### src/rtl/mc_controller.sv
// Multicycle RV32I control FSM: sequences fetch/decode/execute/memory/writeback and decodes ALU ops.
// Optional MC_CONTROLLER_BNE_EN adds bne (funct3=001) to the branch state.
module mc_controller (
   input  logic       clk,
   input  logic       reset,
   input  logic [6:0] op,
   input  logic [2:0] funct3,
   input  logic       funct7b5,
   input  logic       Zero_flag,
   output logic       PCWrite,
   output logic       AdrSrc,
   output logic       MemWrite,
   output logic       IRWrite,
   output logic       RegWrite,
   output logic [1:0] ResultSrc,
   output logic [1:0] ALUSrcA,
   output logic [1:0] ALUSrcB,
   output logic [1:0] ImmSrc,
   output logic [2:0] ALU_control,
   output logic       illegal_instr,
   output logic [3:0] state_dbg
);

   typedef enum logic [3:0] {
      StFetch    = 4'd0,
      StDecode   = 4'd1,
      StMemAdr   = 4'd2,
      StMemRead  = 4'd3,
      StMemWb    = 4'd4,
      StMemWrite = 4'd5,
      StExecR    = 4'd6,
      StExecI    = 4'd7,
      StAluWb    = 4'd8,
      StBeq      = 4'd9,
      StJal      = 4'd10
   } state_e;

   localparam logic [6:0] OpLoad   = 7'b0000011;
   localparam logic [6:0] OpStore  = 7'b0100011;
   localparam logic [6:0] OpRtype  = 7'b0110011;
   localparam logic [6:0] OpItype  = 7'b0010011;
   localparam logic [6:0] OpBranch = 7'b1100011;
   localparam logic [6:0] OpJal    = 7'b1101111;

   state_e     state_q, state_d, decode_next;
   logic       pc_update, branch, mem_write_s, ir_write_s, reg_write_s;
   logic       decode_bad, branch_ok, branch_take;
   logic [1:0] alu_op;

   always_ff @(posedge clk) begin
      if (reset) state_q <= StFetch;
      else       state_q <= state_d;
   end

`ifdef MC_CONTROLLER_BNE_EN
   assign branch_ok   = (funct3 == 3'b000) || (funct3 == 3'b001);
   assign branch_take = (funct3 == 3'b001) ? ~Zero_flag : Zero_flag;
`else
   assign branch_ok   = (funct3 == 3'b000);
   assign branch_take = Zero_flag;
`endif

   always_comb begin
      decode_next = StFetch;
      decode_bad  = 1'b0;
      case (op)
         OpLoad, OpStore: decode_next = StMemAdr;
         OpRtype:         decode_next = StExecR;
         OpItype:         decode_next = StExecI;
         OpJal:           decode_next = StJal;
         OpBranch: begin
            if (branch_ok) decode_next = StBeq;
            else           decode_bad  = 1'b1;
         end
         default:         decode_bad  = 1'b1;
      endcase
   end

   always_comb begin
      state_d     = StFetch;
      pc_update   = 1'b0;
      branch      = 1'b0;
      AdrSrc      = 1'b0;
      mem_write_s = 1'b0;
      ir_write_s  = 1'b0;
      reg_write_s = 1'b0;
      ResultSrc   = 2'b00;
      ALUSrcA     = 2'b00;
      ALUSrcB     = 2'b00;
      alu_op      = 2'b00;
      case (state_q)
         StFetch: begin
            ir_write_s = 1'b1;
            ALUSrcB    = 2'b10;
            ResultSrc  = 2'b10;
            pc_update  = 1'b1;
            state_d    = StDecode;
         end
         StDecode: begin
            ALUSrcA = 2'b01;
            ALUSrcB = 2'b01;
            state_d = decode_next;
         end
         StMemAdr: begin
            ALUSrcA = 2'b10;
            ALUSrcB = 2'b01;
            state_d = op[5] ? StMemWrite : StMemRead;
         end
         StMemRead: begin
            AdrSrc  = 1'b1;
            state_d = StMemWb;
         end
         StMemWb: begin
            ResultSrc   = 2'b01;
            reg_write_s = 1'b1;
         end
         StMemWrite: begin
            AdrSrc      = 1'b1;
            mem_write_s = 1'b1;
         end
         StExecR: begin
            ALUSrcA = 2'b10;
            alu_op  = 2'b10;
            state_d = StAluWb;
         end
         StExecI: begin
            ALUSrcA = 2'b10;
            ALUSrcB = 2'b01;
            alu_op  = 2'b10;
            state_d = StAluWb;
         end
         StAluWb: reg_write_s = 1'b1;
         StBeq: begin
            ALUSrcA = 2'b10;
            alu_op  = 2'b01;
            branch  = 1'b1;
         end
         StJal: begin
            ALUSrcA   = 2'b01;
            ALUSrcB   = 2'b10;
            pc_update = 1'b1;
            state_d   = StAluWb;
         end
         default: state_d = StFetch;
      endcase
   end

   // Write enables and the illegal pulse are gated directly by reset so nothing escapes mid-abort.
   assign PCWrite       = ~reset & (pc_update | (branch & branch_take));
   assign MemWrite      = ~reset & mem_write_s;
   assign IRWrite       = ~reset & ir_write_s;
   assign RegWrite      = ~reset & reg_write_s;
   assign illegal_instr = ~reset & (state_q == StDecode) & decode_bad;
   assign state_dbg     = state_q;

   always_comb begin
      ALU_control = 3'b000;
      case (alu_op)
         2'b00: ALU_control = 3'b000;
         2'b01: ALU_control = 3'b001;
         default: begin
            case (funct3)
               3'b000:  ALU_control = (op[5] & funct7b5) ? 3'b001 : 3'b000;
               3'b010:  ALU_control = 3'b101;
               3'b110:  ALU_control = 3'b011;
               3'b111:  ALU_control = 3'b010;
               default: ALU_control = 3'b000;
            endcase
         end
      endcase
   end

   always_comb begin
      case (op)
         OpStore:  ImmSrc = 2'b01;
         OpBranch: ImmSrc = 2'b10;
         OpJal:    ImmSrc = 2'b11;
         default:  ImmSrc = 2'b00;
      endcase
   end

endmodule

### config.mk
export PLATFORM = sky130hd
export DESIGN_NAME = mc_controller
export DESIGN_NICKNAME = d
export VERILOG_FILES = /design/src/rtl/mc_controller.sv
export SDC_FILE = /design/constraint.sdc
export NUM_CORES = 1
export LEC_CHECK = 0
export ABC_AREA = 1
export ABC_CLOCK_PERIOD_IN_PS = 3000
export CORE_MARGIN = 1.5
export CORE_UTILIZATION = 30
export DETAILED_ROUTE_END_ITERATION = 10
export PLACE_DENSITY = 0.72
export SYNTH_ARGS = -nofsm -noshare
export SYNTH_HDL_FRONTEND = slang
export SYNTH_SLANG_ARGS = --single-unit
export TNS_END_PERCENT = 20
### constraint.sdc
create_clock -name clk -period 3 [get_ports clk]
set_clock_uncertainty 0.2 [all_clocks]
set_input_delay 0.6 -clock clk [delete_from_list [all_inputs] [get_ports clk]]
set_output_delay 0.6 -clock clk [all_outputs]
set_load 0.005 [all_outputs]
==> reports/metrics.yaml <==
cts:
  cts_tree: "built"
  clkSlewWorstSetupHoldPaths_ns: 0.04
  root_buffer: "clkbuf_4"
  numCtsBuffers: 3
  cts_max_path_buffers: 2
  worst_skew_pair.late_latency_ns: 0.23
  htreeDepth: 1
  cts_num_sinks: 4
setup_path:
  required_ns: 2.20
  crit_fanout: 3
  cp_data_arrival_time_ns: 2.10
  worst_setup_path_start_kind: "primary input"
  endpoint_kind: "output port"
  critical_path_class: "primary input to output port"
power_and_ir_drop:
  combPwrFrac_pct: 36.1
  power_frac_seq_pct: 30.7
  p_clk_share_pct: 33.2
  intPower_mw: 0.139
  leakage_nw: 0.417
  vdd_drop_max_mv: 0.186
  power.density_mw_per_mm2: 212
  p_sw_share_pct: 25.3
  p_switching_mw: 0.0471
  total_power_mw: 0.186
placed_design:
  dp_hpwl_mm: 1.22
  placed_cell_area_um2: 841
  dp_slack_ns: -0.00645
  numPortBuffers: 34
  dp.cells: 141
  gp_congestion: 0.778
floorplan:
  coreArea_mm2: 0.00149
  rows: 14
  die_y_um: 42.5
  start_util_pct: 31.5
  fp.dieArea_mm2: 0.00181
  die_w_um: 42.5
  pin_count: 35
global_routing:
  grt.busiest_layer: "met2"
  grt_pass1_wl_mm: 2.33
  grt.met1_usage_pct: 21.0
  grt_usage_pct: 16.2
  grtUsageMet2_pct: 27.4
  met3_usage_pct: 3.45
  grt_max_degree: 9
  grt_pass1_vias: 580
  overflow: 0
  antenna_found_initial: 0
layout:
  antenna_cells: 0
  finish.instance_area_um2: 876
  layout_common_cells: "clkdlybuf4s50_1 (34), nand2_1 (24), nor2_1 (14)"
  largest_register_ffs: 4
  instances_no_fill: 145
  final_common_cell: "clkdlybuf4s50_1"
  final_util_pct: 58.8
  syn_to_final_growth_pct: 86.7
  nNetsFinal: 145
  drive_above_1_share_pct: 17.1
sta:
  drv_slew: 0
  fin_crit_ns: 2.90
  hold_viol: 0
  rsz0062_at_grt: "yes"
  setup_slack_ns: 0.104
  post-route-period-util_pct: 96.5
  slew_headroom_pct: 80.3
  fin_tns_setup_ns: 0
  hold_ws_ns: 0.424
  setup_viol: 0
  max_freq_mhz: 345
  tightest_slew_ns: 0.295
min_path:
  hp-class: "flip-flop to flip-flop"
yosys:
  synth.top_cell.area_share_pct: 19.2
  avgSynthCellArea_um2: 5.21
  syn-instance-count: 90
  yosys_warnings: 0
  synth_top_area_cell: "nand2_1"
  synthTopCellsByArea: "nand2_1 (19%), dfxtp_1 (17%), nor2_1 (11%), nand3_1 (11%), inv_1 (7.2%)"
  syn-num-nets: 104
  ys_seq_elements: 4
  synth_cell_types: 18
  synth_area_um2: 469
  ys_seq_area_share_pct: 17.1
route:
  routed_via_density: 4.68
  drtPass1Iterations: 3
  via_count: 678
  wire_per_inst_um: 9.69
  drt_iter0_drc: 5
  postRouteAntennaNets: 0
  drc: 0
  drt-total-wl_mm: 1.41
flow_run:
  drv_cap: 0
run_status:
  status: "completed"
[synth_stat cells]
master and count:
nand2_2 2, nor4_1 1, inv_1 9, o21ai_1 1, dfxtp_1 4, clkbuf_1 1
nor2_4 1, nor2_2 5, nand3_2 1, nand3b_1 1, o21ai_0 1, a211oi_1 1
nand2_1 24, nor3_1 2, nor2_1 14, inv_2 6, a21oi_1 6, nand3_1 10
[critical path: stages]
cell and delay (ns):
clkdlybuf4s50_1 0.45, nor3_2 0.23, nand3_1 0.08, o21ai_0 0.08, nand3_1 0.08, nand2_1 0.08
clkdlybuf4s50_1 0.49
[routing by layer]
layer | part of all wire [%] | vias up
li1 | - | 367
met4 | 0 | 0
met3 | 5.3 | 0
met2 | 48 | 20
met1 | 46 | 291
met5 | 0 | -
[power groups by stage]
stage | clock network, mW | registers [mW] | logic (mW)
after floorplan | 0 | 0.0575 | 0.0247
after global placement | 0 | 0.0577 | 0.0654
after detailed placement | 0 | 0.0578 | 0.0662
after CTS | 0.0646 | 0.0570 | 0.0671
after global routing | 0.0705 | 0.0571 | 0.0742
final | 0.0618 | 0.0571 | 0.0672
[repair_timing]
action                                  CTS  global route
resized for setup                         1             0
pin swaps                                 0             1
hold buffers                              0             0
endpoints found under the setup margin    1             3
setup buffers                             0             1
gates cloned                              0             0
[cells by family after synthesis]
family                 after synthesis  share of synthesized area [%]
DFF                                  4                           17.1
AOI/OAI and AO/OA                    9                           10.1
and+or+nand+nor                     61                           60.0
buffers and inverters               16                           12.8
[layout make-up]
cell class              instances  area (um2)
well taps                      16        20.0
inverters                      15        56.3
fillers                       152         613
clock buffers                   3        22.5
repair buffers                 37         363
multi-input cells              70         334
flip-flops and latches          4        80.1
[worst paths after layout]
| path | start | to | slack, ns | cells past startpoint |
|---|---|---|---|---|
| worst max-delay path | funct3[2] | ALU_control[0] | 0.10 | 7 |
| worst min-delay path | state_dbg[2] | state_dbg[0] | 0.42 | 3 |
| worst max register to register | state_dbg[0] | state_dbg[0] | 1.69 | 6 |
| worst min register to register | state_dbg[2] | state_dbg[0] | 0.42 | 3 |
Note: power is estimated with default switching activity, not from simulation.
